==> config.mk <==
export PLATFORM = sky130hd
export DESIGN_NAME = rv32i_decode_pipe
export DESIGN_NICKNAME = d
export VERILOG_FILES = /design/src/rtl/rv32i_types_pkg.sv /design/src/rtl/rv32i_decode_pipe_lane.sv /design/src/rtl/rv32i_decode_pipe.sv
export SDC_FILE = /design/constraint.sdc
export NUM_CORES = 1
export LEC_CHECK = 0
export BUFFER_PORTS_ARGS = -buffer_cell sky130_fd_sc_hd__buf_2
export CAP_MARGIN = 0
export CORE_MARGIN = 2
export CORE_UTILIZATION = 38
export CTS_CLUSTER_SIZE = 14
export DETAILED_ROUTE_END_ITERATION = 7
export PLACE_DENSITY_LB_ADDON = 0.1
export SYNTH_ARGS = -nofsm -noshare
export SYNTH_HDL_FRONTEND = slang
export SYNTH_SLANG_ARGS = --single-unit
==> constraint.sdc <==
create_clock -name clk -period 5.4 [get_ports clk]
set_clock_uncertainty 0.05 [all_clocks]
set_input_delay 1.62 -clock clk [delete_from_list [all_inputs] [get_ports clk]]
set_output_delay 1.62 -clock clk [all_outputs]
set_load 0.01 [all_outputs]
==> src/rtl/rv32i_types_pkg.sv <==
// rv32i_types: shared RV32I decode types.
//   instr_fmt_t : instruction format classification (ILL marks an illegal lane)
//   decoded_t   : one fully decoded lane (pc, raw fields, immediate, format, illegal)
//   opcode and legal-funct3 constants, plus the immediate builder used by the lanes.
package rv32i_types;

  typedef enum logic [2:0] {
    FMT_R   = 3'd0,
    FMT_I   = 3'd1,
    FMT_S   = 3'd2,
    FMT_B   = 3'd3,
    FMT_U   = 3'd4,
    FMT_J   = 3'd5,
    FMT_ILL = 3'd7
  } instr_fmt_t;

  typedef struct packed {
    logic [31:0] pc;
    logic [6:0]  opcode;
    logic [2:0]  funct3;
    logic [6:0]  funct7;
    logic [4:0]  rd;
    logic [4:0]  rs1;
    logic [4:0]  rs2;
    logic [31:0] imm;
    instr_fmt_t  fmt;
    logic        illegal;
  } decoded_t;

  localparam logic [6:0] OP_LUI    = 7'b0110111;
  localparam logic [6:0] OP_AUIPC  = 7'b0010111;
  localparam logic [6:0] OP_JAL    = 7'b1101111;
  localparam logic [6:0] OP_JALR   = 7'b1100111;
  localparam logic [6:0] OP_BRANCH = 7'b1100011;
  localparam logic [6:0] OP_LOAD   = 7'b0000011;
  localparam logic [6:0] OP_STORE  = 7'b0100011;
  localparam logic [6:0] OP_IMM    = 7'b0010011;
  localparam logic [6:0] OP_REG    = 7'b0110011;

  // Legal funct3 sets as bitmasks indexed by funct3.
  localparam logic [7:0] LOAD_F3_LEGAL   = 8'b0011_0111; // lb lh lw lbu lhu
  localparam logic [7:0] STORE_F3_LEGAL  = 8'b0000_0111; // sb sh sw
  localparam logic [7:0] BRANCH_F3_LEGAL = 8'b1111_0011; // beq bne blt bge bltu bgeu
  localparam logic [2:0] JALR_F3         = 3'b000;
  localparam logic [6:0] F7_BASE         = 7'b0000000;
  localparam logic [6:0] F7_ALT          = 7'b0100000;

  function automatic logic [31:0] build_imm(input logic [31:0] ins, input instr_fmt_t f);
    logic [31:0] imm;
    case (f)
      FMT_I:   imm = {{20{ins[31]}}, ins[31:20]};
      FMT_S:   imm = {{20{ins[31]}}, ins[31:25], ins[11:7]};
      FMT_B:   imm = {{19{ins[31]}}, ins[31], ins[7], ins[30:25], ins[11:8], 1'b0};
      FMT_U:   imm = {ins[31:12], 12'b0};
      FMT_J:   imm = {{11{ins[31]}}, ins[31], ins[19:12], ins[20], ins[30:21], 1'b0};
      default: imm = 32'd0;
    endcase
    return imm;
  endfunction

endpackage

==> src/rtl/rv32i_decode_pipe_lane.sv <==
// rv32i_lane_decode: purely combinational single-lane RV32I decoder.
//   instr_i : 32-bit instruction word
//   pc_i    : PC of this lane
//   dec_o   : decoded lane (raw fields, immediate, format, illegal flag)
module rv32i_lane_decode
  import rv32i_types::*;
(
  input  logic [31:0] instr_i,
  input  logic [31:0] pc_i,
  output decoded_t    dec_o
);

  logic [6:0] opcode;
  logic [2:0] f3;
  logic [6:0] f7;
  instr_fmt_t fmt;
  logic       legal;

  assign opcode = instr_i[6:0];
  assign f3     = instr_i[14:12];
  assign f7     = instr_i[31:25];

  always_comb begin
    fmt   = FMT_ILL;
    legal = 1'b0;
    case (opcode)
      OP_LUI, OP_AUIPC: begin fmt = FMT_U; legal = 1'b1; end
      OP_JAL:           begin fmt = FMT_J; legal = 1'b1; end
      OP_JALR:          begin fmt = FMT_I; legal = (f3 == JALR_F3); end
      OP_LOAD:          begin fmt = FMT_I; legal = LOAD_F3_LEGAL[f3]; end
      OP_STORE:         begin fmt = FMT_S; legal = STORE_F3_LEGAL[f3]; end
      OP_BRANCH:        begin fmt = FMT_B; legal = BRANCH_F3_LEGAL[f3]; end
      OP_IMM: begin
        fmt = FMT_I;
        // slli needs funct7 zero; srli/srai use funct7 as the shift-type selector.
        legal = !((f3 == 3'b001) && (f7 != F7_BASE)) &&
                !((f3 == 3'b101) && (f7 != F7_BASE) && (f7 != F7_ALT));
      end
      OP_REG: begin
        fmt   = FMT_R;
        legal = (f7 == F7_BASE) ||
                ((f7 == F7_ALT) && ((f3 == 3'b000) || (f3 == 3'b101)));
      end
      default: begin fmt = FMT_ILL; legal = 1'b0; end
    endcase
  end

  always_comb begin
    dec_o.pc      = pc_i;
    dec_o.opcode  = opcode;
    dec_o.funct3  = f3;
    dec_o.funct7  = f7;
    dec_o.rd      = instr_i[11:7];
    dec_o.rs1     = instr_i[19:15];
    dec_o.rs2     = instr_i[24:20];
    dec_o.illegal = !legal;
    dec_o.fmt     = legal ? fmt : FMT_ILL;
    dec_o.imm     = legal ? build_imm(instr_i, fmt) : 32'd0;
  end

endmodule

==> src/rtl/rv32i_decode_pipe.sv <==
// rv32i_decode_pipe: LANES-wide RV32I decode stage behind a 2-entry skid buffer.
//   clk, rst (sync active-high), flush (drops buffered bundles)
//   in_valid/in_ready/in_instr/in_pc       : fetch-side bundle handshake
//   out_valid/out_ready/out_*              : decoded bundle, per-lane fields packed by lane
//   illegal_count                          : saturating count of delivered illegal lanes
// The buffer is a head register (drives the outputs) plus one skid entry; occupancy is
// head_vld_q + skid_vld_q, and the head payload holds its value when it empties.
module rv32i_decode_pipe
  import rv32i_types::*;
#(
  parameter int LANES = 1,
  parameter int CNT_W = 16
) (
  input  logic                  clk,
  input  logic                  rst,
  input  logic                  flush,
  input  logic                  in_valid,
  output logic                  in_ready,
  input  logic [32*LANES-1:0]   in_instr,
  input  logic [31:0]           in_pc,
  output logic                  out_valid,
  input  logic                  out_ready,
  output logic [32*LANES-1:0]   out_pc,
  output logic [7*LANES-1:0]    out_opcode,
  output logic [3*LANES-1:0]    out_funct3,
  output logic [7*LANES-1:0]    out_funct7,
  output logic [5*LANES-1:0]    out_rd,
  output logic [5*LANES-1:0]    out_rs1,
  output logic [5*LANES-1:0]    out_rs2,
  output logic [32*LANES-1:0]   out_imm,
  output logic [3*LANES-1:0]    out_fmt,
  output logic [LANES-1:0]      out_illegal,
  output logic [CNT_W-1:0]      illegal_count
);

  decoded_t [LANES-1:0] in_dec;
  decoded_t [LANES-1:0] head_q, head_d, skid_q, skid_d;
  logic                 head_vld_q, head_vld_d, skid_vld_q, skid_vld_d;
  logic [CNT_W-1:0]     cnt_q, cnt_d;
  logic [2:0]           ill_pop;
  logic                 push, pop;

  function automatic logic [CNT_W-1:0] sat_add(input logic [CNT_W-1:0] a, input logic [2:0] b);
    logic [CNT_W+2:0] s;
    s = {3'b000, a} + {{CNT_W{1'b0}}, b};
    return (|s[CNT_W+2:CNT_W]) ? {CNT_W{1'b1}} : s[CNT_W-1:0];
  endfunction

  for (genvar i = 0; i < LANES; i++) begin : g_lane
    rv32i_lane_decode u_dec (
      .instr_i (in_instr[32*i +: 32]),
      .pc_i    (in_pc + (32'(i) << 2)),
      .dec_o   (in_dec[i])
    );
    assign out_pc[32*i +: 32]    = head_q[i].pc;
    assign out_opcode[7*i +: 7]  = head_q[i].opcode;
    assign out_funct3[3*i +: 3]  = head_q[i].funct3;
    assign out_funct7[7*i +: 7]  = head_q[i].funct7;
    assign out_rd[5*i +: 5]      = head_q[i].rd;
    assign out_rs1[5*i +: 5]     = head_q[i].rs1;
    assign out_rs2[5*i +: 5]     = head_q[i].rs2;
    assign out_imm[32*i +: 32]   = head_q[i].imm;
    assign out_fmt[3*i +: 3]     = head_q[i].fmt;
    assign out_illegal[i]        = head_q[i].illegal;
  end

  assign in_ready      = !(head_vld_q && skid_vld_q) && !rst;
  assign out_valid     = head_vld_q;
  assign illegal_count = cnt_q;
  assign push          = in_valid && in_ready;
  assign pop           = head_vld_q && out_ready;

  always_comb begin
    ill_pop = 3'd0;
    for (int i = 0; i < LANES; i++) ill_pop = ill_pop + {2'b00, head_q[i].illegal};
  end

  always_comb begin
    head_d     = head_q;
    skid_d     = skid_q;
    head_vld_d = head_vld_q;
    skid_vld_d = skid_vld_q;
    cnt_d      = pop ? sat_add(cnt_q, ill_pop) : cnt_q;
    if (flush) begin
      head_vld_d = 1'b0;
      skid_vld_d = 1'b0;
    end else if (!head_vld_q || pop) begin
      // Head slot frees up: refill from the skid entry first to keep FIFO order.
      if (skid_vld_q) begin
        head_d     = skid_q;
        head_vld_d = 1'b1;
        skid_vld_d = push;
        if (push) skid_d = in_dec;
      end else begin
        head_vld_d = push;
        if (push) head_d = in_dec;
      end
    end else if (push) begin
      skid_d     = in_dec;
      skid_vld_d = 1'b1;
    end
  end

  always_ff @(posedge clk) begin
    if (rst) begin
      head_vld_q <= 1'b0;
      skid_vld_q <= 1'b0;
      cnt_q      <= '0;
      head_q     <= '0;
    end else begin
      head_vld_q <= head_vld_d;
      skid_vld_q <= skid_vld_d;
      cnt_q      <= cnt_d;
      head_q     <= head_d;
    end
  end

  always_ff @(posedge clk) begin
    skid_q <= skid_d;
  end

endmodule

==> results summary <==
The final number of setup-violating endpoints came out at 0. In this run the number of H-tree levels came out at 1. The areal power density over the cells came out at approximately 330 mW/mm^2. The antenna cell count is 0. Setup repair after global routing left no endpoint under its margin. The number of buffers inserted during clock tree synthesis is 25. The mean number of vias per cell came out at 5.182. For this run, the detailed router's first-pass iteration total came to 4. The number of input and output port buffers inserted is 186. Measured along the y axis, the die boundary spans 160.9 um. The worst max-slew margin expressed relative to the limit came out at 0.2574.

The number of hold violations in the final report is 0. The required time of the worst setup path came out at 3.73 ns. Measured along the x axis, the die boundary spans between 150 and 200 um. The time the final worst path needs with I/O delays and setup is roughly 4.0 ns. The total wirelength of the detailed-routed design is 24510 um. The max-capacitance violation count came out at 0. The area of the core came out at approximately 0.024 mm^2. Across all layers, the routed design uses about 7k vias. The number of setup buffers added after CTS is 0. The TritonCTS clock tree is built. The number of hold buffers added after CTS was 0. The maximum net fanout on the critical path came out at between 40 and 50. The clock tree buffer depth is 3. The synthesis warning total is 0. The fraction of layout cells with a size suffix above 1 is 0.2539. The I/O pin total is 187.

Leaving out fill and tap cells, the most frequent cells in the layout are 185 x sky130_fd_sc_hd__buf_2, 117 x sky130_fd_sc_hd__dfxtp_1, 115 x sky130_fd_sc_hd__nor2_1, 100 x sky130_fd_sc_hd__edfxtp_1, 78 x sky130_fd_sc_hd__a211oi_1. The via count of the first global-routing pass is between 6k and 7k. The cell count after synthesis is 861. The share of the clock period used by the worst path came out at 0.7333. Of the total power, registers draw 0.474. The most area-hungry cell type in the Yosys netlist is sky130_fd_sc_hd__edfxtp_1. The cell chosen for the clock root is sky130_fd_sc_hd__clkbuf_16. The initial antenna violation count is 1. Clock-pin slew was measured on the worst setup and hold paths at roughly 0.06 ns. Dividing the detail-routed wire length by the instance count gives between 15 and 20 um. The number of nets in the finished design is about 1.1k. The share of the synthesized area in the top cell type is 0.3209. The later-pin clock latency in the skew report came out at a little over 0.5 ns. The tightest min-delay check is of the flip-flop to flip-flop type. The highest achievable clock rate came out at between 0.2 and 0.3 GHz. The internal portion of the total power is approximately 2.9 mW. Across the VDD grid, the largest voltage drop is about 210 uV. For this run, the share of the core covered by cells in the final layout is 0.4675.

The average instance in the mapped netlist occupies roughly 11 um^2. The number of pins with negative max-slew slack in the final report is 0. For this design the static power due to leakage is between 3 and 4 nW. The main flop type after synthesis is sky130_fd_sc_hd__dfxtp_1.

Summed over all nets, the half-perimeter wirelength after detailed placement is between 15000 and 20000 um. The logic gate share of total power came out at 0.076. Once placement finished, the instance area stood at 0.01049 mm^2.

Synthesis produced a netlist with a net count of a little over 900. The worst setup path is launched from an input pin. The number of design rule violations left after detail routing is 0.

After floorplanning, the core was divided into between 50 and 60 placement rows. The cell depth of the worst min-delay path came out at 2. The share of the Yosys chip area taken by registers is 0.5733.

By startpoint and endpoint, the worst setup path is classified as input pin to primary output. The post-route cell area is around 0.011 mm^2. The area growth from synthesis to layout is 21.15%. The initial detailed-routing violation count is 383. The count of flip-flops with a built-in enable after synthesis is 100. The placer congestion estimate came out at approximately 0.81. The synthesized area is 0.009358 mm^2. The net switching fraction of the power is 0.2260. Entering global routing, the biggest net connects about 100 pins. CTS saw between 200 and 250 sinks. The total congestion overflow came out at 0. By area the synthesized netlist is led by sky130_fd_sc_hd__edfxtp_1 32%, sky130_fd_sc_hd__dfxtp_1 25%, sky130_fd_sc_hd__mux2i_1 7.2%, sky130_fd_sc_hd__a211oi_1 6.3%, sky130_fd_sc_hd__nor2_1 4.6%. The share of total power dissipated in the clock network is 0.450. Of all flip-flops after synthesis, the portion carrying an async set or reset was 0.

The transition at the pin with the smallest max-transition slack came out at 1.108 ns. The overall global routing resource usage came out at 0.1856. The total negative setup slack is 0 ns.

The power spent charging and discharging nets came out at approximately 0.85 mW. Leaving out fill and tap cells, the most frequent cell in the layout is sky130_fd_sc_hd__buf_2. The area of the die is 0.02590 mm^2. The post-synthesis cell type count came out at 62.

The effective utilization at floorplan is 0.3859. The detail route stage leaves a number of antenna-violating nets equal to 0. The flow ran to the end, and the final reports show no timing, DRC or antenna violations. The wire length of the first global-routing pass is 38650 um. In this run, synthesis produced a sequential element count of 218. The filler cell count in the final layout is between 2k and 2.5k. The worst-case reg-to-reg path depth came out at 5. The data arrival time of the critical path is between 2 and 2.5 ns. The number of instances resized during post-cts repair is 0. STA classifies the critical path endpoint as a primary output.
## power by group through the flow
stage | logic (mW) | clock network, mW | registers (mW)
after floorplan | 0.148 | 0 | 1.84
after global placement | 0.289 | 0 | 1.83
after detailed placement | 0.291 | 0 | 1.83
after CTS | 0.292 | 1.75 | 1.79
after global routing | 0.321 | 1.82 | 1.80
final | 0.288 | 1.70 | 1.79
## cell families (layout without fill, tap and decap cells)
logic type / Yosys count / in the layout / synth area share
XOR/XNOR: 11 / 11 / 0.01030
flip-flops: 218 / 218 / 0.5733
AO/OA/AOI/OAI: 224 / 224 / 0.1711
adder cells (fa/ha/maj): 2 / 2 / 0.002674
AND/OR/NAND/NOR: 251 / 251 / 0.1281
multiplexers: 67 / 67 / 0.07167
buffers and inverters: 88 / 259 / 0.04279
## stage by stage
step,hold slack (ns),setup WS (ns),power (mW),std cells
floorplan,0.4406,0.4268,1.990,861
global placement,0.4072,1.423,2.115,1311
detailed placement,0.4375,1.391,2.117,1311
CTS,0.4455,1.427,3.830,1356
global route,0.4666,1.368,3.935,1356
finish,0.4431,1.440,3.778,1356
## flip-flops by register name, summed over array words and instances (netlist names), 5 cells and up
register and cells:
out_pc 32, out_funct7 7, out_rs2 5, out_rs1 5
skid_q 100, out_rd 5, illegal_count 16, out_imm 32
out_opcode 7
## cells in the mapped netlist (all sizes together) (7+ instances only)
cell type  count
dfxtp        118
nor2         115
edfxtp       100
a211oi        79
mux2i         67
a21oi         49
nand2         42
clkbuf        35
buf           33
o21ai         25
inv           20
or3           20
nor3          19
o31ai         13
nand2b        11
xor2          10
a2111oi        9
and2           8
nand3          8
a311oi         7
## worst paths after layout
kind                   start    endpoint  slack [ns]
setup / recovery         rst    in_ready        1.44
hold / removal     out_pc[0]   out_pc[0]        0.44
setup reg to reg  skid_vld_q  skid_q[75]        2.63
hold reg to reg    out_pc[0]   out_pc[0]        0.44
## metal layers
layer / global-route usage / share of wire
met1: 0.2753 / 0.48
met2: 0.2842 / 0.45
met3: 0.03461 / 0.056
met4: 0.03653 / 0.017
met5: 0 / 0.00045
## area by class of cell
| cell class | count | area, um^2 | share of cell area |
|---|---|---|---|
| Sequential cell | 218 | 5369 | 0.4736 |
| Multi-Input combinational cell | 555 | 3622 | 0.3195 |
| Timing Repair Buffer | 194 | 1018 | 0.08984 |
| Clock buffer | 39 | 789.5 | 0.06964 |
| Tap cell | 324 | 405.4 | 0.03576 |
| Inverter | 20 | 75.07 | 0.006622 |
| Clock inverter | 6 | 57.56 | 0.005077 |
## worst max-delay path, stage by stage
cell and delay (ns):
sky130_fd_sc_hd__buf_4 0.42, sky130_fd_sc_hd__a21oi_1 0.07, sky130_fd_sc_hd__buf_2 0.17
(Power assumes the default switching activity.)
